$ cat src/rtl/ddr3_ui_pkg.sv
// Shared definitions for the two-port DDR3 UI arbiter: command encodings,
// arbiter states and default widths.
package ddr3_ui_pkg;

    localparam int ADDR_W_DEF    = 32;
    localparam int DATA_W_DEF    = 288;
    localparam int MASK_W_DEF    = 36;
    localparam int TAG_DEPTH_DEF = 32;
    localparam int MAX_GRANT_DEF = 16;

    localparam logic [2:0] CMD_WR = 3'b000;
    localparam logic [2:0] CMD_RD = 3'b001;

    typedef enum logic [1:0] {IDLE, OWN0, OWN1} state_t;

    function automatic state_t own_state(input logic port);
        return port ? OWN1 : OWN0;
    endfunction

endpackage

$ cat src/rtl/ddr3_ui_tag_fifo.sv
// In-order FIFO of one-bit port tags, one entry per read in flight.
// Pointers carry an extra wrap bit so full and empty are distinguishable.
module ddr3_ui_tag_fifo
    import ddr3_ui_pkg::*;
#(
    parameter int DEPTH = TAG_DEPTH_DEF
) (
    input  logic                     clk,
    input  logic                     rst,
    input  logic                     push,
    input  logic                     din,
    input  logic                     pop,
    output logic                     dout,
    output logic                     full,
    output logic                     empty,
    output logic [$clog2(DEPTH):0]   count
);

    localparam int PTR_W = $clog2(DEPTH);

    logic             mem [DEPTH];
    logic [PTR_W:0]   wptr;
    logic [PTR_W:0]   rptr;
    logic             do_pop;
    logic             do_push;

    assign do_pop  = pop & ~empty;
    assign do_push = push & (~full | do_pop);

    always_ff @(posedge clk or posedge rst) begin
        if (rst) begin
            wptr <= '0;
            rptr <= '0;
        end else begin
            if (do_push) wptr <= wptr + 1'b1;
            if (do_pop)  rptr <= rptr + 1'b1;
        end
    end

    // NOTE: tag storage has no reset; an entry is only read after it was written.
    always_ff @(posedge clk) begin
        if (do_push) mem[wptr[PTR_W-1:0]] <= din;
    end

    assign dout  = mem[rptr[PTR_W-1:0]];
    assign count = wptr - rptr;
    assign empty = (wptr == rptr);
    assign full  = (wptr[PTR_W] != rptr[PTR_W]) && (wptr[PTR_W-1:0] == rptr[PTR_W-1:0]);

endmodule

$ cat src/rtl/ddr3_ui_arbiter.sv
// Round-robin arbiter sharing one DDR3 controller UI between two requesters;
// read beats are routed back to their issuing port through an in-order tag FIFO.
module ddr3_ui_arbiter
    import ddr3_ui_pkg::*;
#(
    parameter int ADDR_W    = ADDR_W_DEF,
    parameter int DATA_W    = DATA_W_DEF,
    parameter int MASK_W    = MASK_W_DEF,
    parameter int TAG_DEPTH = TAG_DEPTH_DEF,
    parameter int MAX_GRANT = MAX_GRANT_DEF
) (
    input  logic                        ddr3_app_clk,
    input  logic                        ddr3_rst,
    input  logic                        p0_req_valid,
    output logic                        p0_req_rdy,
    input  logic                        p0_req_cmd,
    input  logic [ADDR_W-1:0]           p0_req_addr,
    input  logic [DATA_W-1:0]           p0_req_data,
    input  logic [MASK_W-1:0]           p0_req_mask,
    output logic [DATA_W-1:0]           p0_rd_data,
    output logic                        p0_rd_valid,
    input  logic                        p1_req_valid,
    output logic                        p1_req_rdy,
    input  logic                        p1_req_cmd,
    input  logic [ADDR_W-1:0]           p1_req_addr,
    input  logic [DATA_W-1:0]           p1_req_data,
    input  logic [MASK_W-1:0]           p1_req_mask,
    output logic [DATA_W-1:0]           p1_rd_data,
    output logic                        p1_rd_valid,
    input  logic                        phy_rdy,
    input  logic                        app_rdy,
    input  logic                        app_wdf_rdy,
    output logic                        app_en,
    output logic [2:0]                  app_cmd,
    output logic [ADDR_W-1:0]           app_addr,
    output logic [DATA_W-1:0]           app_wdf_data,
    output logic [MASK_W-1:0]           app_wdf_mask,
    output logic                        app_wdf_wren,
    output logic                        app_wdf_end,
    input  logic [DATA_W-1:0]           app_rd_data,
    input  logic                        app_rd_data_valid,
    output logic                        err_orphan_rd,
    output logic [$clog2(TAG_DEPTH):0]  rd_outstanding
);

    localparam int GCNT_W = $clog2(MAX_GRANT + 1);

    state_t              state;
    logic                last_owner;
    logic [GCNT_W-1:0]   gcnt;

    logic                owned, owner;
    logic                own_valid, other_valid, own_cmd;
    logic [ADDR_W-1:0]   own_addr;
    logic [DATA_W-1:0]   own_data;
    logic [MASK_W-1:0]   own_mask;
    logic                idle_pick, grant_spent, can_issue;
    logic                tag_push, tag_pop, tag_dout, tag_full, tag_empty;

    assign owned       = (state != IDLE);
    assign owner       = (state == OWN1);
    assign own_valid   = owned & (owner ? p1_req_valid : p0_req_valid);
    assign other_valid = owner ? p0_req_valid : p1_req_valid;
    assign own_cmd     = owner ? p1_req_cmd  : p0_req_cmd;
    assign own_addr    = owner ? p1_req_addr : p0_req_addr;
    assign own_data    = owner ? p1_req_data : p0_req_data;
    assign own_mask    = owner ? p1_req_mask : p0_req_mask;
    assign idle_pick   = (p0_req_valid & p1_req_valid) ? ~last_owner : p1_req_valid;

    // A pop in the same cycle frees the slot a full FIFO needs for the push.
    assign tag_pop   = app_rd_data_valid & ~tag_empty;
    assign can_issue = own_valid & phy_rdy & app_rdy &
                       (own_cmd ? (~tag_full | tag_pop) : app_wdf_rdy);
    assign tag_push  = can_issue & own_cmd;

    // Counting the command accepted this cycle hands over right after the last one.
    assign grant_spent = ({1'b0, gcnt} + {{GCNT_W{1'b0}}, can_issue}) >= (GCNT_W+1)'(MAX_GRANT);

    assign p0_req_rdy   = can_issue & ~owner;
    assign p1_req_rdy   = can_issue & owner;
    assign app_en       = can_issue;
    assign app_cmd      = (owned & own_cmd) ? CMD_RD : CMD_WR;
    assign app_addr     = owned ? own_addr : '0;
    assign app_wdf_data = owned ? own_data : '0;
    assign app_wdf_mask = owned ? own_mask : '0;
    assign app_wdf_wren = can_issue & ~own_cmd;
    assign app_wdf_end  = can_issue & ~own_cmd;

    always_ff @(posedge ddr3_app_clk or posedge ddr3_rst) begin
        if (ddr3_rst) begin
            state      <= IDLE;
            last_owner <= 1'b1;
            gcnt       <= '0;
        end else begin
            case (state)
                IDLE: begin
                    if (p0_req_valid | p1_req_valid) begin
                        state      <= own_state(idle_pick);
                        last_owner <= idle_pick;
                        gcnt       <= '0;
                    end
                end
                OWN0, OWN1: begin
                    if (!own_valid || (grant_spent && other_valid)) begin
                        gcnt <= '0;
                        if (other_valid) begin
                            state      <= own_state(~owner);
                            last_owner <= ~owner;
                        end else begin
                            state <= IDLE;
                        end
                    end else if (can_issue && gcnt != GCNT_W'(MAX_GRANT)) begin
                        gcnt <= gcnt + 1'b1;
                    end
                end
                default: state <= IDLE;
            endcase
        end
    end

    always_ff @(posedge ddr3_app_clk or posedge ddr3_rst) begin
        if (ddr3_rst) begin
            p0_rd_valid   <= 1'b0;
            p1_rd_valid   <= 1'b0;
            p0_rd_data    <= '0;
            p1_rd_data    <= '0;
            err_orphan_rd <= 1'b0;
        end else begin
            p0_rd_valid <= tag_pop & ~tag_dout;
            p1_rd_valid <= tag_pop & tag_dout;
            if (tag_pop & ~tag_dout) p0_rd_data <= app_rd_data;
            if (tag_pop & tag_dout)  p1_rd_data <= app_rd_data;
            if (app_rd_data_valid & tag_empty) err_orphan_rd <= 1'b1;
        end
    end

    ddr3_ui_tag_fifo #(.DEPTH(TAG_DEPTH)) u_tag_fifo (
        .clk   (ddr3_app_clk),
        .rst   (ddr3_rst),
        .push  (tag_push),
        .din   (owner),
        .pop   (tag_pop),
        .dout  (tag_dout),
        .full  (tag_full),
        .empty (tag_empty),
        .count (rd_outstanding)
    );

endmodule

$ cat config.mk
export PLATFORM = sky130hd
export DESIGN_NAME = ddr3_ui_arbiter
export DESIGN_NICKNAME = d
export VERILOG_FILES = /design/src/rtl/ddr3_ui_pkg.sv /design/src/rtl/ddr3_ui_tag_fifo.sv /design/src/rtl/ddr3_ui_arbiter.sv
export SDC_FILE = /design/constraint.sdc
export NUM_CORES = 1
export LEC_CHECK = 0
export BUFFER_PORTS_ARGS = -buffer_cell sky130_fd_sc_hd__buf_4
export CORE_AREA = 10 10 755 757
export CTS_BUF_LIST = sky130_fd_sc_hd__clkbuf_16
export DETAILED_ROUTE_END_ITERATION = 7
export DIE_AREA = 0 0 765 767
export PLACE_DENSITY_LB_ADDON = 0.1
export REMOVE_ABC_BUFFERS = 1
export SYNTH_ARGS = -nofsm -noshare
export SYNTH_HDL_FRONTEND = slang
export SYNTH_SLANG_ARGS = --single-unit
$ cat constraint.sdc
create_clock -name ddr3_app_clk -period 60.7 [get_ports ddr3_app_clk]
set_input_delay 12.14 -clock ddr3_app_clk [delete_from_list [all_inputs] [get_ports ddr3_app_clk]]
set_output_delay 12.14 -clock ddr3_app_clk [all_outputs]
set_load 0.01 [all_outputs]
==> impl_metrics.toml, run 1 <==
[placed_design]
dp_hpwl_um = 278500
dpl.cell_count = 11460
dp_slack_ps = 34400
place_congestion = 0.9416
io_buffers = 1956
dpl-instance-area_um2 = 53180

[power]
p_leak_uw = 0.02332
p_per_area_nw_per_um2 = 55.43
worst_ir_drop_vdd_mv = 0.03047

[clocking]
cts_sinks = 631
clkTransAtPathRegs_ps = 60
cts_buffer_depth = 3
htree_levels = 3
clk_latency_ps = 720
hold_buffers = 0
cts_root_buf = "clkbuf_16"
cts_tree = "built"
cts_setup_buffers = 0
cts_made_buffers = 87
post_cts_resized = 0

[critical_path]
path_class = "primary input to primary output"
rr_worst_depth = 9
reg2reg_to = "p1_rd_data[262]$_DFFE_PP0P_"
crit_chain = "buf_4, mux2_2, nand4b_1, a211oi_2, and2_1, buf_4"
end_kind = "primary output"
cp_top_family = "compound AO/OA/AOI/OAI gates"
cpPeakStageDelay_ps = 850
crit_top_cell = "buf_4"
reg2reg_from = "u_tag_fifo.wptr[2]$_DFFE_PP0P_"
worstPathArrival_ps = 14040
cp-startpoint = "p1_req_valid"
slowest_stage = "a211oi_2"
required_ps = 48560
reg2reg_slack_ps = 55240
path_max_fanout = 9
path_buf_inv = 2
start_kind = "primary input"

[route]
via_count = 27460
dr.first_iter.drc_count = 1023
drt_first_pass_iters = 5
wirelength_um = 317700
wl_per_cell_um = 27.31
drc = 0
vias_per_cell = 2.360
postRouteAntennaNets = 0

[die]
boundaryPins = 1959
rows = 274
coreArea_um2 = 555000
die_h_um = 767
die_area_um2 = 586800
start_util = 0.05339
die_w_um = 765

[sta]
setup_ws_ps = 34520
worst_pin_slew_ps = 1274
fin_crit_sh = 0.4313
drv_slew = 0
min_period_ps = 26180
fin_tns_setup_ps = 0
rsz0062_at_grt = "false"
setup_violations = 0
max_freq_ghz = 0.03819
slew_headroom = 0.1475
fin_skew_ps = 48.72
hold_viol_final = 0

[layout]
final_core_util = 0.1006
final_cells = 11630
post-route-cell-area_um2 = 55860
drive_above_1_share = 0.6344
nets = 5260
syn_to_final_growth_pct = 88.51

[worst_hold_path]
holdPathStages = 1
worstHoldStart = "err_orphan_rd$_DFFE_PP0P_"
hold_path_end = "err_orphan_rd$_DFFE_PP0P_"
hp-class = "register to register"

[status]
status = "complete, no violations"

[synth]
synth_seq_area_share = 0.5383
ys.warnings.count = 0
synth_top_family_by_area = "multiplexers"
synth_edf_count = 32
synth_top_area_cell = "dfrtp_1"
synth_ff_type = "dfrtp_1"
synth_area_per_cell_um2 = 12.94
synth_top_area_frac = 0.5050
synth_cells = 2290
synthSimpleGateAreaFrac = 0.06435
ys_types = 52
synth_area_leaders = "dfrtp_1, mux2_2, mux2i_1, nor2_1, edfxtp_1"
yosys.area_share.adder = 0.007010
synth_xor_area_frac = 0.004434
synth-compound-area-share = 0.009290
ys_async_sr_fraction = 0.9493
syn-cell-area_um2 = 29630
synth_mux_area_frac = 0.3464
ys_ff_latch = 631

[grt]
antenna_found_initial = 168
globalRoute.totalOverflow = 0
grt_pass1_wl_um = 388900
grt_start_max_net_pins = 102
track_usage = 0.1031
first_global_vias = 30330

[run]
cap_violations = 0
==> flip-flops by register name (all words and copies together), names as in the netlist <==
| signal | cells |
|---|---|
| p0_rd_data | 288 |
| p1_rd_data | 288 |
| u_tag_fifo.mem | 32 |
| u_tag_fifo.rptr | 6 |
| u_tag_fifo.wptr | 6 |
| gcnt | 5 |
| state | 2 |
| err_orphan_rd | 1 |
| last_owner | 1 |
| p0_rd_valid | 1 |
| p1_rd_valid | 1 |
==> power by group <==
group	switching, uW	internal, uW	leakage (uW)	total (uW)
logic	1030	823	0.0146	1850
clock network	228	262	0.00136	490
registers	113	639	0.00734	751
total	1370	1720	0.0233	3100
==> per-stage QoR <==
step / power [uW] / hold WS, ps
2_1_floorplan: 1763 / 460.4
3_3_place_gp: 2720 / 486.9
3_5_place_dp: 2719 / 469.8
4_1_cts: 3245 / 488.5
5_1_grt: 3315 / 492.9
6_report: 3096 / 482.8
==> cell usage in the layout, fill, tap and decap left out, types with 4 or more instances in the layout <==
cell type	n
nor2b_1	6
mux2i_2	14
mux2i_1	360
diode_2	20
buf_4	2005
clkinv_4	4
nand2b_1	4
nor2_1	391
nand3_1	5
dfrtp_1	598
clkinv_16	4
a22oi_1	8
mux2_2	579
clkinvlp_4	5
ha_1	13
a21oi_1	8
and2_1	7
clkinv_2	7
inv_1	42
edfxtp_1	32
nand2_1	24
xor2_1	5
xnor2_1	10
clkbuf_16	87
clkinv_1	17
==> worst reg2reg max path, delay by kind of cell, from the launching register on <==
family | cells | cell delay, ps
AND/OR/NAND/NOR | 4 | 1380
adder cells (fa/ha/maj) | 1 | 470
multiplexers | 1 | 480
buffers and inverters | 3 | 2390
flip-flops | 1 | 580
==> cell usage after synthesis (all sizes together), types with 3 or more instances <==
cell and n:
dfrtp 598, mux2 579, nor2 394, mux2i 374, buf 107, clkbuf 47, edfxtp 32, nand2 25
inv 16, ha 15, xnor2 10, a21oi 8, a22oi 8, and2 7, nor2b 6, nand3 5
xor2 5, a211oi 4, nand2b 4, a21o 3, nand3b 3, nand4 3, nor3b 3, o211ai 3
o21ai 3
==> final cells by class <==
class | instances | area (um^2)
clock buffer | 87 | 2177
timing repair buffer | 2008 | 15110
fill | 63970 | 499200
clock inverter | 68 | 446.7
tap | 7314 | 9151
sequential | 631 | 15950
antenna | 20 | 50.05
inverter | 16 | 67.56
multi-input combinational | 1490 | 12900
==> worst max-delay path by stage <==
stage / endpoint / slack (ps) / cells after the start
floorplan: err_orphan_rd$_DFFE_PP0P_ / 31800 / 1
global route: p1_req_rdy / 34420 / 6
global placement: p0_req_rdy / 34360 / 6
CTS: p1_req_rdy / 34400 / 6
detailed placement: p1_req_rdy / 34400 / 6
finish: p1_req_rdy / 34520 / 6
==> cell families after synthesis <==
group           after synthesis
fa+ha+maj                    16
other cells                   1
xor+xnor                     15
buf+inv                     170
simple gates                465
mux                         953
compound gates               39
flops                       631
==> routing by layer <==
layer  share of wire  track usage  up-vias  wire length [um]
met5         0.00089            0        -               283
met4           0.031      0.02445       44              9806
met3           0.085      0.03844      438             27110
met2            0.56       0.2074     1445            177000
met1            0.33      0.09647    13640            103500
li1                -            -    11890                 -
(Power assumes the default switching activity.)
==> run 2: changes to the inputs <==
==> constraint.sdc (replaced) <==
create_clock -name ddr3_app_clk -period 26.1 [get_ports ddr3_app_clk]
set_input_delay 5.22 -clock ddr3_app_clk [delete_from_list [all_inputs] [get_ports ddr3_app_clk]]
set_output_delay 5.22 -clock ddr3_app_clk [all_outputs]
set_load 0.01 [all_outputs]
==> impl_metrics.toml, run 2 (synthesis gave the netlist of run 1 again) <==
[critical_path]
path_class = "primary input to primary output"
reg2reg_slack_ps = 19630
start_kind = "primary input"
path_max_fanout = 9
reg2reg_to = "p1_rd_data[227]$_DFFE_PP0P_"
slowest_stage = "a211oi_2"
end_kind = "primary output"
cpPeakStageDelay_ps = 710
path_buf_inv = 2
crit_top_cell = "buf_4"
cp_top_family = "compound AO/OA/AOI/OAI gates"
worstPathArrival_ps = 7170
required_ps = 20880
reg2reg_from = "u_tag_fifo.wptr[2]$_DFFE_PP0P_"
rr_worst_depth = 11
crit_chain = "buf_4, mux2_2, nand4b_1, a211oi_2, and2_1, buf_4"

[route]
vias_per_cell = 2.376
postRouteAntennaNets = 0
wl_per_cell_um = 27.40
drt_first_pass_iters = 5
dr.first_iter.drc_count = 953
via_count = 27660
drc = 0
wirelength_um = 319000

[grt]
grt_start_max_net_pins = 155
globalRoute.totalOverflow = 0
track_usage = 0.1033
grt_pass1_wl_um = 389100
first_global_vias = 30190
antenna_found_initial = 166

[clocking]
htree_levels = 3
cts_sinks = 631
clkTransAtPathRegs_ps = 50
cts_setup_buffers = 0
post_cts_resized = 0
cts_made_buffers = 89
hold_buffers = 0
cts_buffer_depth = 3
cts_root_buf = "clkbuf_16"
cts_tree = "built"
clk_latency_ps = 740

[sta]
slew_headroom = 0.1742
max_freq_ghz = 0.08068
hold_viol_final = 0
fin_crit_sh = 0.4749
fin_skew_ps = 50.24
worst_pin_slew_ps = 1204
timing.hold.ws_ps = 491.3
drv_slew = 0
fin_tns_setup_ps = 0
min_period_ps = 12390
rsz0062_at_grt = "false"
setup_violations = 0

[worst_hold_path]
holdPathStages = 1
hp-class = "register to register"
hold_path_end = "u_tag_fifo.wptr[5]$_DFFE_PP0P_"
worstHoldStart = "u_tag_fifo.wptr[5]$_DFFE_PP0P_"

[die]
coreArea_um2 = 555000
die_w_um = 765
die_area_um2 = 586800
boundaryPins = 1959
start_util = 0.05339
die_h_um = 767
rows = 274

[power]
power.total_uw = 7309
p_clk_frac = 0.170
p_int_uw = 4097
combPwrFrac = 0.592
switching_share = 0.4394
p_sw_uw = 3212
seqPwrFrac = 0.239
p_leak_uw = 0.02344
p_per_area_nw_per_um2 = 130.3
worst_ir_drop_vdd_mv = 0.07794

[layout]
nets = 5261
final_common_cell = "buf_4"
syn_to_final_growth_pct = 89.28
drive_above_1_share = 0.6347
post-route-cell-area_um2 = 56090
final_cell_mix = "buf_4, dfrtp_1, mux2_2, nor2_1, mux2i_1"
final_cells = 11640

[placed_design]
dp_hpwl_um = 279200
io_buffers = 1956
place_congestion = 0.9601
dpl.cell_count = 11460
dpl-instance-area_um2 = 53170

[status]
status = "complete, no violations"

[run]
cap_violations = 0
-- run 2: worst max-delay path by stage --
stage / to / from / cells past startpoint / slack (ps)
after global routing: p1_req_rdy / p1_req_valid / 6 / 13640
after floorplan: err_orphan_rd$_DFFE_PP0P_ / ddr3_rst / 1 / 4120
after detailed placement: p1_req_rdy / p1_req_valid / 6 / 13670
after CTS: p1_req_rdy / p1_req_valid / 6 / 13670
final: p1_req_rdy / p1_req_valid / 6 / 13710
after global placement: p1_req_rdy / p1_req_valid / 6 / 13630
-- run 2: layout make-up --
| cell class | count | area, um^2 |
|---|---|---|
| Sequential cell | 631 | 15950 |
| Tap cell | 7314 | 9151 |
| Inverter | 16 | 67.56 |
| Fill cell | 64040 | 499000 |
| Multi-Input combinational cell | 1490 | 12890 |
| Antenna cell | 22 | 55.05 |
| Timing Repair Buffer | 2007 | 15100 |
| Clock buffer | 91 | 2277 |
| Clock inverter | 71 | 586.8 |
-- run 2: metrics by stage --
step	setup slack (ps)	util
2_1_floorplan	4115	-
3_3_place_gp	13630	0.09579
3_5_place_dp	13670	0.09579
4_1_cts	13670	0.1010
5_1_grt	13640	0.1010
6_report	13710	0.1010
-- run 2: metal layers --
| layer | GRT usage | wire, um | vias up | part of all wire |
|---|---|---|---|---|
| met4 | 0.02677 | 10150 | 38 | 0.032 |
| met3 | 0.03988 | 28110 | 450 | 0.088 |
| met5 | 0 | 246 | - | 0.00077 |
| met2 | 0.2064 | 176700 | 1448 | 0.55 |
| met1 | 0.09616 | 103700 | 13810 | 0.33 |
| li1 | - | - | 11920 | - |
-- run 2: power by group through the flow --
| stage | logic, uW | registers, uW | clock network [uW] |
|---|---|---|---|
| after global placement | 4570 | 1760 | 0 |
| after detailed placement | 4550 | 1770 | 0 |
| after floorplan | 2140 | 1960 | 0 |
| after CTS | 4560 | 1760 | 1330 |
| final | 4320 | 1750 | 1240 |
| after global routing | 4640 | 1820 | 1340 |
